`config.mk`:
```
export PLATFORM = sky130hd
export DESIGN_NAME = inst_loader_flat
export DESIGN_NICKNAME = d
export VERILOG_FILES = /design/src/rtl/inst_loader_if.sv /design/src/rtl/inst_loader.sv /design/src/flat_wrapper.sv
export SDC_FILE = /design/constraint.sdc
export NUM_CORES = 1
export LEC_CHECK = 0
export ABC_AREA = 1
export BUFFER_PORTS_ARGS = -buffer_cell sky130_fd_sc_hd__buf_2
export CAP_MARGIN = 20
export CORE_MARGIN = 10
export CORE_UTILIZATION = 45
export CTS_CLUSTER_DIAMETER = 40
export DETAILED_ROUTE_END_ITERATION = 8
export PLACE_DENSITY = 0.85
export SYNTH_ARGS = -nofsm -noshare
export SYNTH_HDL_FRONTEND = slang
export SYNTH_SLANG_ARGS = --single-unit
```
`constraint.sdc`:
```
create_clock -name clk -period 1.63 [get_ports clk]
set_input_delay 0.326 -clock clk [delete_from_list [all_inputs] [get_ports clk]]
set_output_delay 0.326 -clock clk [all_outputs]
set_load 0.01 [all_outputs]
```
`src/rtl/inst_loader_if.sv`:
```
// Bundle between the loader, CPU fetch path, UART receiver and instruction memory.
// The loader takes the master modport; the environment (CPU/UART/memory) takes slave.
interface inst_loader_if #(
   parameter int ADDR_W = 8
);
   logic              load_req;
   logic [7:0]        rx_data;
   logic              rx_valid;
   logic [31:0]       cpu_addr;
   logic [31:0]       cpu_data;
   logic [ADDR_W-1:0] mem_addr;
   logic [31:0]       mem_rdata;
   logic [31:0]       mem_wdata;
   logic              mem_we;
   logic              cpu_hold;
   logic              load_done;
   logic              load_err;

   modport master (
      input  load_req, rx_data, rx_valid, cpu_addr, mem_rdata,
      output cpu_data, mem_addr, mem_wdata, mem_we, cpu_hold, load_done, load_err
   );

   modport slave (
      output load_req, rx_data, rx_valid, cpu_addr, mem_rdata,
      input  cpu_data, mem_addr, mem_wdata, mem_we, cpu_hold, load_done, load_err
   );
endinterface

```
`src/rtl/inst_loader.sv`:
```
// Instruction-memory port arbiter and UART program loader (count header, LE words).
// Define LOADER_CHECKSUM_EN to require a trailing XOR checksum byte after the data.
module inst_loader #(
   parameter int ROM_SIZE = 256,
   parameter int ADDR_W   = 8
) (
   input  logic          clk,
   input  logic          reset,
   inst_loader_if.master bus
);
   typedef enum logic [2:0] {
      S_RUN, S_CNT_LO, S_CNT_HI, S_DATA,
`ifdef LOADER_CHECKSUM_EN
      S_CHECK,
`endif
      S_DONE, S_ERR
   } state_t;

   state_t          r_state;
   logic            r_load_req_q;
   logic [15:0]     r_cnt;
   logic [ADDR_W:0] r_widx;
   logic [1:0]      r_bidx;
   logic [23:0]     r_asm;
   logic [31:0]     r_wdata;
   logic            r_we;
   logic            r_hold;
   logic            r_done;
   logic            r_err;
`ifdef LOADER_CHECKSUM_EN
   logic [7:0]      r_csum;
`endif

   logic            w_rise;
   logic [15:0]     w_n;
   logic [15:0]     w_widx_nx;
   logic            w_last;
   logic            w_in_rom;
   logic            w_unused;

   assign w_rise    = bus.load_req & ~r_load_req_q;
   assign w_n       = {bus.rx_data, r_cnt[7:0]};
   assign w_widx_nx = 16'(r_widx) + 16'd1;
   assign w_last    = (w_widx_nx == r_cnt);
   assign w_in_rom  = (bus.cpu_addr[30:2] < 29'(ROM_SIZE));
   assign w_unused  = ^{bus.cpu_addr[31], bus.cpu_addr[1:0]};

   // Fetch path is purely combinational so the CPU sees zero-latency reads in RUN.
   assign bus.mem_addr  = (r_state == S_RUN) ? bus.cpu_addr[ADDR_W+1:2] : r_widx[ADDR_W-1:0];
   assign bus.cpu_data  = ((r_state == S_RUN) && w_in_rom) ? bus.mem_rdata : 32'h0;
   assign bus.mem_wdata = r_wdata;
   assign bus.mem_we    = r_we;
   assign bus.cpu_hold  = r_hold;
   assign bus.load_done = r_done;
   assign bus.load_err  = r_err;

   always_ff @(posedge clk) begin
      if (reset) begin
         r_state      <= S_RUN;
         r_load_req_q <= 1'b0;
         r_cnt        <= '0;
         r_widx       <= '0;
         r_bidx       <= '0;
         r_asm        <= '0;
         r_wdata      <= '0;
         r_we         <= 1'b0;
         r_hold       <= 1'b0;
         r_done       <= 1'b0;
         r_err        <= 1'b0;
`ifdef LOADER_CHECKSUM_EN
         r_csum       <= '0;
`endif
      end else begin
         r_load_req_q <= bus.load_req;
         r_we         <= 1'b0;
         r_done       <= 1'b0;
         // The index advances only after the write cycle, so mem_addr holds during mem_we.
         if (r_we) r_widx <= r_widx + 1'b1;

         case (r_state)
            S_RUN: begin
               if (w_rise) begin
                  r_state <= S_CNT_LO;
                  r_hold  <= 1'b1;
               end
            end
            S_CNT_LO: begin
               if (bus.rx_valid) begin
                  r_cnt[7:0] <= bus.rx_data;
                  r_state    <= S_CNT_HI;
               end
            end
            S_CNT_HI: begin
               r_widx <= '0;
               r_bidx <= '0;
`ifdef LOADER_CHECKSUM_EN
               r_csum <= '0;
`endif
               if (bus.rx_valid) begin
                  r_cnt <= w_n;
                  if ((w_n == 16'd0) || (w_n > 16'(ROM_SIZE))) begin
                     r_state <= S_ERR;
                     r_err   <= 1'b1;
                  end else begin
                     r_state <= S_DATA;
                  end
               end
            end
            S_DATA: begin
               if (bus.rx_valid) begin
                  r_asm  <= {bus.rx_data, r_asm[23:8]};
                  r_bidx <= r_bidx + 1'b1;
`ifdef LOADER_CHECKSUM_EN
                  r_csum <= r_csum ^ bus.rx_data;
`endif
                  if (r_bidx == 2'd3) begin
                     r_wdata <= {bus.rx_data, r_asm};
                     r_we    <= 1'b1;
                     if (w_last) begin
`ifdef LOADER_CHECKSUM_EN
                        r_state <= S_CHECK;
`else
                        r_state <= S_DONE;
                        r_done  <= 1'b1;
`endif
                     end
                  end
               end
            end
`ifdef LOADER_CHECKSUM_EN
            S_CHECK: begin
               if (bus.rx_valid) begin
                  if (bus.rx_data == r_csum) begin
                     r_state <= S_DONE;
                     r_done  <= 1'b1;
                  end else begin
                     r_state <= S_ERR;
                     r_err   <= 1'b1;
                  end
               end
            end
`endif
            S_DONE: begin
               r_state <= S_RUN;
               r_hold  <= 1'b0;
            end
            S_ERR: begin
               if (w_rise) begin
                  r_state <= S_CNT_LO;
                  r_err   <= 1'b0;
               end
            end
            default: r_state <= S_RUN;
         endcase
      end
   end
endmodule

```
`src/flat_wrapper.sv`:
```
// flat-port wrapper written by rule: the top's interface ports become plain ports
module inst_loader_flat 
#(
   parameter int ROM_SIZE = 256,
   parameter int ADDR_W   = 8
)
  (clk, reset, bus_load_req, bus_rx_data, bus_rx_valid, bus_cpu_addr, bus_mem_rdata, bus_cpu_data, bus_mem_addr, bus_mem_wdata, bus_mem_we, bus_cpu_hold, bus_load_done, bus_load_err);
  inst_loader_if #(.ADDR_W(ADDR_W)) bus_i ();
  input  logic clk;
  input  logic reset;
  input wire logic [$bits(bus_i.load_req)-1:0] bus_load_req;
  input wire logic [$bits(bus_i.rx_data)-1:0] bus_rx_data;
  input wire logic [$bits(bus_i.rx_valid)-1:0] bus_rx_valid;
  input wire logic [$bits(bus_i.cpu_addr)-1:0] bus_cpu_addr;
  input wire logic [$bits(bus_i.mem_rdata)-1:0] bus_mem_rdata;
  output wire logic [$bits(bus_i.cpu_data)-1:0] bus_cpu_data;
  output wire logic [$bits(bus_i.mem_addr)-1:0] bus_mem_addr;
  output wire logic [$bits(bus_i.mem_wdata)-1:0] bus_mem_wdata;
  output wire logic [$bits(bus_i.mem_we)-1:0] bus_mem_we;
  output wire logic [$bits(bus_i.cpu_hold)-1:0] bus_cpu_hold;
  output wire logic [$bits(bus_i.load_done)-1:0] bus_load_done;
  output wire logic [$bits(bus_i.load_err)-1:0] bus_load_err;
  assign bus_i.load_req = bus_load_req;
  assign bus_i.rx_data = bus_rx_data;
  assign bus_i.rx_valid = bus_rx_valid;
  assign bus_i.cpu_addr = bus_cpu_addr;
  assign bus_i.mem_rdata = bus_mem_rdata;
  assign bus_cpu_data = bus_i.cpu_data;
  assign bus_mem_addr = bus_i.mem_addr;
  assign bus_mem_wdata = bus_i.mem_wdata;
  assign bus_mem_we = bus_i.mem_we;
  assign bus_cpu_hold = bus_i.cpu_hold;
  assign bus_load_done = bus_i.load_done;
  assign bus_load_err = bus_i.load_err;
  inst_loader #(.ROM_SIZE(ROM_SIZE), .ADDR_W(ADDR_W)) u_core (.clk(clk), .reset(reset), .bus(bus_i));
endmodule
```
### After elaboration in Yosys (flattened, before gate mapping)

Index checks and enable logic that the tools add are counted.

| operators by class | value |
|---|---|
| reduce and logical (&&, ||, !) cells | 19 |
| eq/ne operators | 16 |
| magnitude comparators | 2 |
| multiplexer cells | 22 |
| bitwise gates (word level) | 6 |
| add/subtract/negate cells | 3 |

Operators by type and width:

| cell | number |
|---|---|
| 32-bit 2-to-1 mux | 1 |
| 29-bit by 9-bit less-than comparator with 1-bit output (second input constant) | 1 |
| 3-bit 2-to-1 mux | 7 |
| 16-bit equality test | 1 |
| 16-bit by 9-bit > comparator with 1-bit output (second input constant) | 1 |
| 16-bit logical NOT | 1 |
| 8-bit 2-to-1 mux | 2 |
| 8-bit one-hot mux with 2 select lines | 1 |
| 2-bit by 1-bit != test with 1-bit output (second input constant) | 6 |
| 3-bit one-hot mux with 4 select lines | 1 |
| 9-bit by 1-bit adder with 10-bit output (second input constant) | 1 |
| 9-bit by 1-bit adder with 9-bit output (second input constant) | 1 |
| 2-bit AND reduction | 4 |
| 3-bit by 2-bit equality test with 1-bit output (second input constant) | 2 |
| 3-bit equality test (second input constant) | 2 |
| 1-bit 2-to-1 mux | 6 |
| 2-bit != test (second input constant) | 3 |
| 3-bit AND reduction | 2 |
| 6-bit AND reduction | 1 |
| 2-bit nonzero test | 3 |
| 1-bit inverter | 5 |
| 1-bit one-hot mux with 2 select lines | 2 |
| 2-bit one-hot mux with 2 select lines | 1 |
| 4-bit AND reduction | 1 |
| other kinds (11) | 12 |

| word-level totals | value |
|---|---|
| register bits after elaboration | 91 |
| output and inout port bits | 76 |
| bits of input ports | 76 |

### Depth between registers and ports, before layout

| depth | value |
|---|---|
| word-level depth | 6 |
| mapped depth | 13 |
| depth with buffers taken out | 13 |

### Worst setup path after synthesis

OpenSTA, ideal clock, no wires.

| timing path | value |
|---|---|
| kind | register to output |
| start point | register u_core.r_state[0] |
| end point | output bus_cpu_data[10] |
| path slack | -0.100 ns |
| stages on the path, launching flop included | 9 |
| required time | 1.304 ns |
| buffers on the path | 1 |
| arrival | 1.404 ns |
| cells stage by stage | dfxtp_1 -> nor2_1 -> nand2_1 -> inv_1 -> nand2_1 -> nor2_1 -> nand4_1 -> buf_2 -> nor2_1 |

| on the way | value |
|---|---|
| longest elaborated chain between the ends | 3 |

RTL lines:

| what | RTL line | text |
|---|---|---|
| from (decl) | inst_loader.sv:19 | `state_t r_state;` |
| from (signal assigned) | inst_loader.sv:59 | `r_state <= S_RUN;` |
| from (signal assigned) | inst_loader.sv:83 | `r_state <= S_CNT_LO;` |
| from (signal assigned) | inst_loader.sv:90 | `r_state <= S_CNT_HI;` |
| 3-bit logical NOT | inst_loader.sv:50 | `assign bus.cpu_data = ((r_state == S_RUN) && w_in_rom) ? bus.mem_rdata : 32'h0;` |
| 1-bit logical AND | inst_loader.sv:50 |  |
| 32-bit 2-to-1 mux | inst_loader.sv:50 |  |
| to (decl) | flat_wrapper.sv:16 | `output wire logic [$bits(bus_i.cpu_data)-1:0] bus_cpu_data;` |

No other way between the ends.

### Worst setup path in the final report

| timing path | value |
|---|---|
| start point | register u_core.r_state[1] |
| end point | output bus_cpu_data[26] |

Same word-level chain as after synthesis.

==> impl_summary.log <==
INFO  metric tritoncts = yes
INFO  metric p_total = 6.24 mW
INFO  metric netlist_area = 4210 µm²
INFO  metric timing.max_cap.violations = 0
INFO  metric critical-path-slowest-cell = sky130_fd_sc_hd__dfxtp_2
INFO  metric clkTransAtPathRegs = 100 ps
INFO  metric final-setup-viol-count = 108
INFO  metric setup_ws = -548 ps
INFO  metric antenna_cells = 0
INFO  metric insertion_delay = 390 ps
INFO  metric grt_max_degree = 59
INFO  metric synth-main-ff-cell = sky130_fd_sc_hd__dfxtp_1
INFO  metric required = 1300 ps
INFO  metric portBuffers = 148
INFO  metric leakagePower = 3.17 nW
INFO  metric synth_nets = 674
INFO  metric synth.most_common_cell = sky130_fd_sc_hd__inv_1
INFO  metric timing.critical_path.slowest_cell_delay = 350 ps
INFO  metric unrepaired_setup_endpoints_after_global_routing = true
INFO  metric drt-wirelength-per-cell = 17.9 µm
INFO  metric yosysTopAreaCell = sky130_fd_sc_hd__dfxtp_1
INFO  metric tritoncts.num_buffers = 9
INFO  metric global_route_wire_length_before_repair = 20.4 mm
INFO  metric initial_core_util = 46.0%
INFO  metric post_route_cells_drive_above_1_share = 49.9%
INFO  metric die_w = 117 µm
INFO  metric top_level_ports = 152
INFO  metric synth_sequential_area_ratio = 43.3%
INFO  metric cts_num_sinks = 91
INFO  metric worstHoldPathType = in -> reg
INFO  metric final_hold_viol_count = 0
INFO  metric core.rowCount = 35
INFO  metric run_status = finished with violations
INFO  metric setup.worst_path.start_class = flip-flop
INFO  metric ys_seq_elements = 91
INFO  metric worst_slew_pin_slew = 494 ps
INFO  metric cts_root_cell = sky130_fd_sc_hd__clkbuf_8
INFO  metric peakVddDrop = 0.707 mV
INFO  metric ys_types = 31
INFO  metric cell_chain_critical_path = nor2_4, nand2_2, inv_2, nand2_2, nor2_2, nand4_1, buf_6, buf_12, nor2_2, buf_2
INFO  metric fp.dieH = 117 µm
INFO  metric post-route-period-util = 134%
INFO  metric fmax = 459 MHz
INFO  metric finalWorstPathRequiredPeriod = 2180 ps
INFO  metric largest_cells_by_area_after_synthesis = sky130_fd_sc_hd__dfxtp_1, sky130_fd_sc_hd__inv_1, sky130_fd_sc_hd__o21ai_0
INFO  metric grt_overflow_total = 0
INFO  metric setup.worst_path.class = reg -> out
INFO  metric power_per_cell_area = 936 nW/µm²
INFO  metric maximum_fanout_along_the_worst_path = 11
INFO  metric htreeDepth = 3
INFO  metric core_region_area = 9150 µm²
INFO  metric postSynthCellCount = 596
INFO  metric cts.path.max_buffers = 2
INFO  metric violations = setup timing
INFO  metric initialDrtViolationCount = 328
INFO  metric die_area = 13,600 µm²
INFO  metric routed_wirelength = 16.5 mm
INFO  metric synth_commonest_cells = sky130_fd_sc_hd__inv_1, sky130_fd_sc_hd__dfxtp_1, sky130_fd_sc_hd__nand2_1, sky130_fd_sc_hd__nor2_1, sky130_fd_sc_hd__o21ai_0
INFO  metric maxSlewHeadroom = 66.7%
INFO  metric edff_count_synth = 0
INFO  metric dp_worst_setup_slack = -317 ps
INFO  metric hold_buffers = 0
INFO  metric crit_arrival = 1850 ps
INFO  metric yosys.area.top_type_share = 43.3%
INFO  metric placed_cells = 882
INFO  metric nNetsFinal = 886
INFO  metric place.detailed.hpwl = 10.2 mm
INFO  metric syn_avg_cell_area = 7.06 µm²
INFO  metric drv_slew = 0
INFO  metric grt.total_usage = 18.7%
INFO  metric detailroute.via_count = 4,794
INFO  metric fill_cells = 646
INFO  metric clock_skew = 7.59 ps
INFO  metric antenna_left = 0
INFO  metric post_layout_nonfiller_instances = 924
INFO  metric async_reset_ff_share = 0%
INFO  metric route.detailed.drc = 0
INFO  metric worst_setup_path_end_kind = output pin
INFO  metric area_growth = 58.4%
INFO  metric globalplace.congestion = 0.881
INFO  metric synth.yosys.warnings = 0
INFO  metric viasPerCell = 5.19
INFO  metric grt_pass1_vias = 4,201
INFO  metric drt_first_pass_iters = 5
INFO  metric antenna_found_initial = 0
-- final cells by class --
| type | instances | area, µm² | share of cell area (%) |
|---|---|---|---|
| Clock buffer | 9 | 124 | 1.86 |
| Clock inverter | 7 | 78.8 | 1.18 |
| Inverter | 102 | 403 | 6.04 |
| Multi-Input combinational cell | 378 | 2400 | 36.0 |
| Sequential cell | 91 | 1830 | 27.5 |
| Tap cell | 111 | 139 | 2.08 |
| Timing Repair Buffer | 225 | 1670 | 25.1 |
| Timing Repair inverter | 1 | 16.3 | 0.244 |
-- cells in the final DEF (no fill, tap or decap), types with 6 or more instances in the layout --
cell                       synthesis  final
sky130_fd_sc_hd__nand3_2           0     10
sky130_fd_sc_hd__nand2_1          84     69
sky130_fd_sc_hd__dfxtp_1          91     84
sky130_fd_sc_hd__nand4_1           6      6
sky130_fd_sc_hd__dfxtp_2           0      6
sky130_fd_sc_hd__inv_1            95     90
sky130_fd_sc_hd__buf_4             1     44
sky130_fd_sc_hd__o21ai_1           0     14
sky130_fd_sc_hd__nand2_2           0     13
sky130_fd_sc_hd__buf_2             6    135
sky130_fd_sc_hd__o21ai_2          19     40
sky130_fd_sc_hd__inv_2             5      8
sky130_fd_sc_hd__a21oi_1          56     39
sky130_fd_sc_hd__buf_6             5     31
sky130_fd_sc_hd__nor2_4            2     27
sky130_fd_sc_hd__nand3_1          43     32
sky130_fd_sc_hd__buf_12            0      8
sky130_fd_sc_hd__nor2_1           78     26
sky130_fd_sc_hd__clkbuf_8          0      9
sky130_fd_sc_hd__o21ai_0          63     27
sky130_fd_sc_hd__a21oi_2           0     17
sky130_fd_sc_hd__nor2_2            1     28
-- path summary, 6_finish.rpt --
check	depth (start not counted)	slack (ps)	to	startpoint
hold reg to reg	2	470	u_core.bus.mem_wdata[25]	u_core.bus.mem_wdata[25]
setup / recovery	10	-550	bus_cpu_data[26]	u_core.r_state[1]
hold / removal	3	150	u_core.r_load_req_q	bus_load_req
setup reg to reg	14	-260	u_core.bus.mem_wdata[28]	u_core.r_state[2]
-- kinds of logic after synthesis --
group                    after synthesis  synth area share (%)
AND/OR/NAND/NOR                      230                  24.1
AO/OA/AOI/OAI                        145                  19.3
buffers and inverters                127                  12.5
flip-flops                            91                  43.3
adder cells (fa/ha/maj)                2                 0.594
XOR/XNOR                               1                 0.208
-- layer usage --
metal / wire length, µm / part of all wire [%] / GRT usage [%]
met1: 6140 / 37 / 22.0
met2: 8470 / 51 / 32.3
met3: 1500 / 9.1 / 6.11
met4: 411 / 2.5 / 4.12
met5: 0 / 0 / 0
-- flip-flops by register name (all words and copies together), names as in the netlist --
| name | count |
|---|---|
| u_core.bus.mem_wdata | 32 |
| u_core.bus.cpu_hold | 1 |
| u_core.r_state | 3 |
| u_core.r_asm | 24 |
| u_core.r_load_req_q | 1 |
| u_core.r_bidx | 2 |
| u_core.bus.load_err | 1 |
| u_core.bus.load_done | 1 |
| u_core.r_widx | 9 |
| u_core.bus.mem_we | 1 |
| u_core.r_cnt | 16 |
-- power breakdown --
| part | total [mW] | leakage (nW) | switching (mW) | internal (mW) |
|---|---|---|---|---|
| sequential | 2.55 | 0.739 | 0.149 | 2.40 |
| combinational | 2.09 | 2.33 | 1.18 | 0.907 |
| clock | 1.60 | 0.104 | 0.986 | 0.615 |
-- worst max-delay path, delay by kind of cell, from the launching register on --
kind          cells  cell delay [ps]
flops             1              350
simple gates      6              580
buf+inv           4              540
-- what timing repair did --
item / in CTS / in global routing
setup endpoints to repair: 76 / 108
cloned: 1 / 9
pin swaps: 9 / 29
buffers inserted: 2 / 16
resized for setup: 34 / 174
-- through the flow --
stage	setup TNS (ps)	util, %	cell area, µm²	hold WS (ps)
4_1_cts	-16750	64.1	5870	172
6_report	-27060	72.8	6670	155
5_1_grt	-36170	72.8	6670	175
2_1_floorplan	-22.6	-	4360	429
3_5_place_dp	-10350	60.3	5520	440
3_3_place_gp	-8750	60.3	5520	433
(Power assumes the default switching activity.)
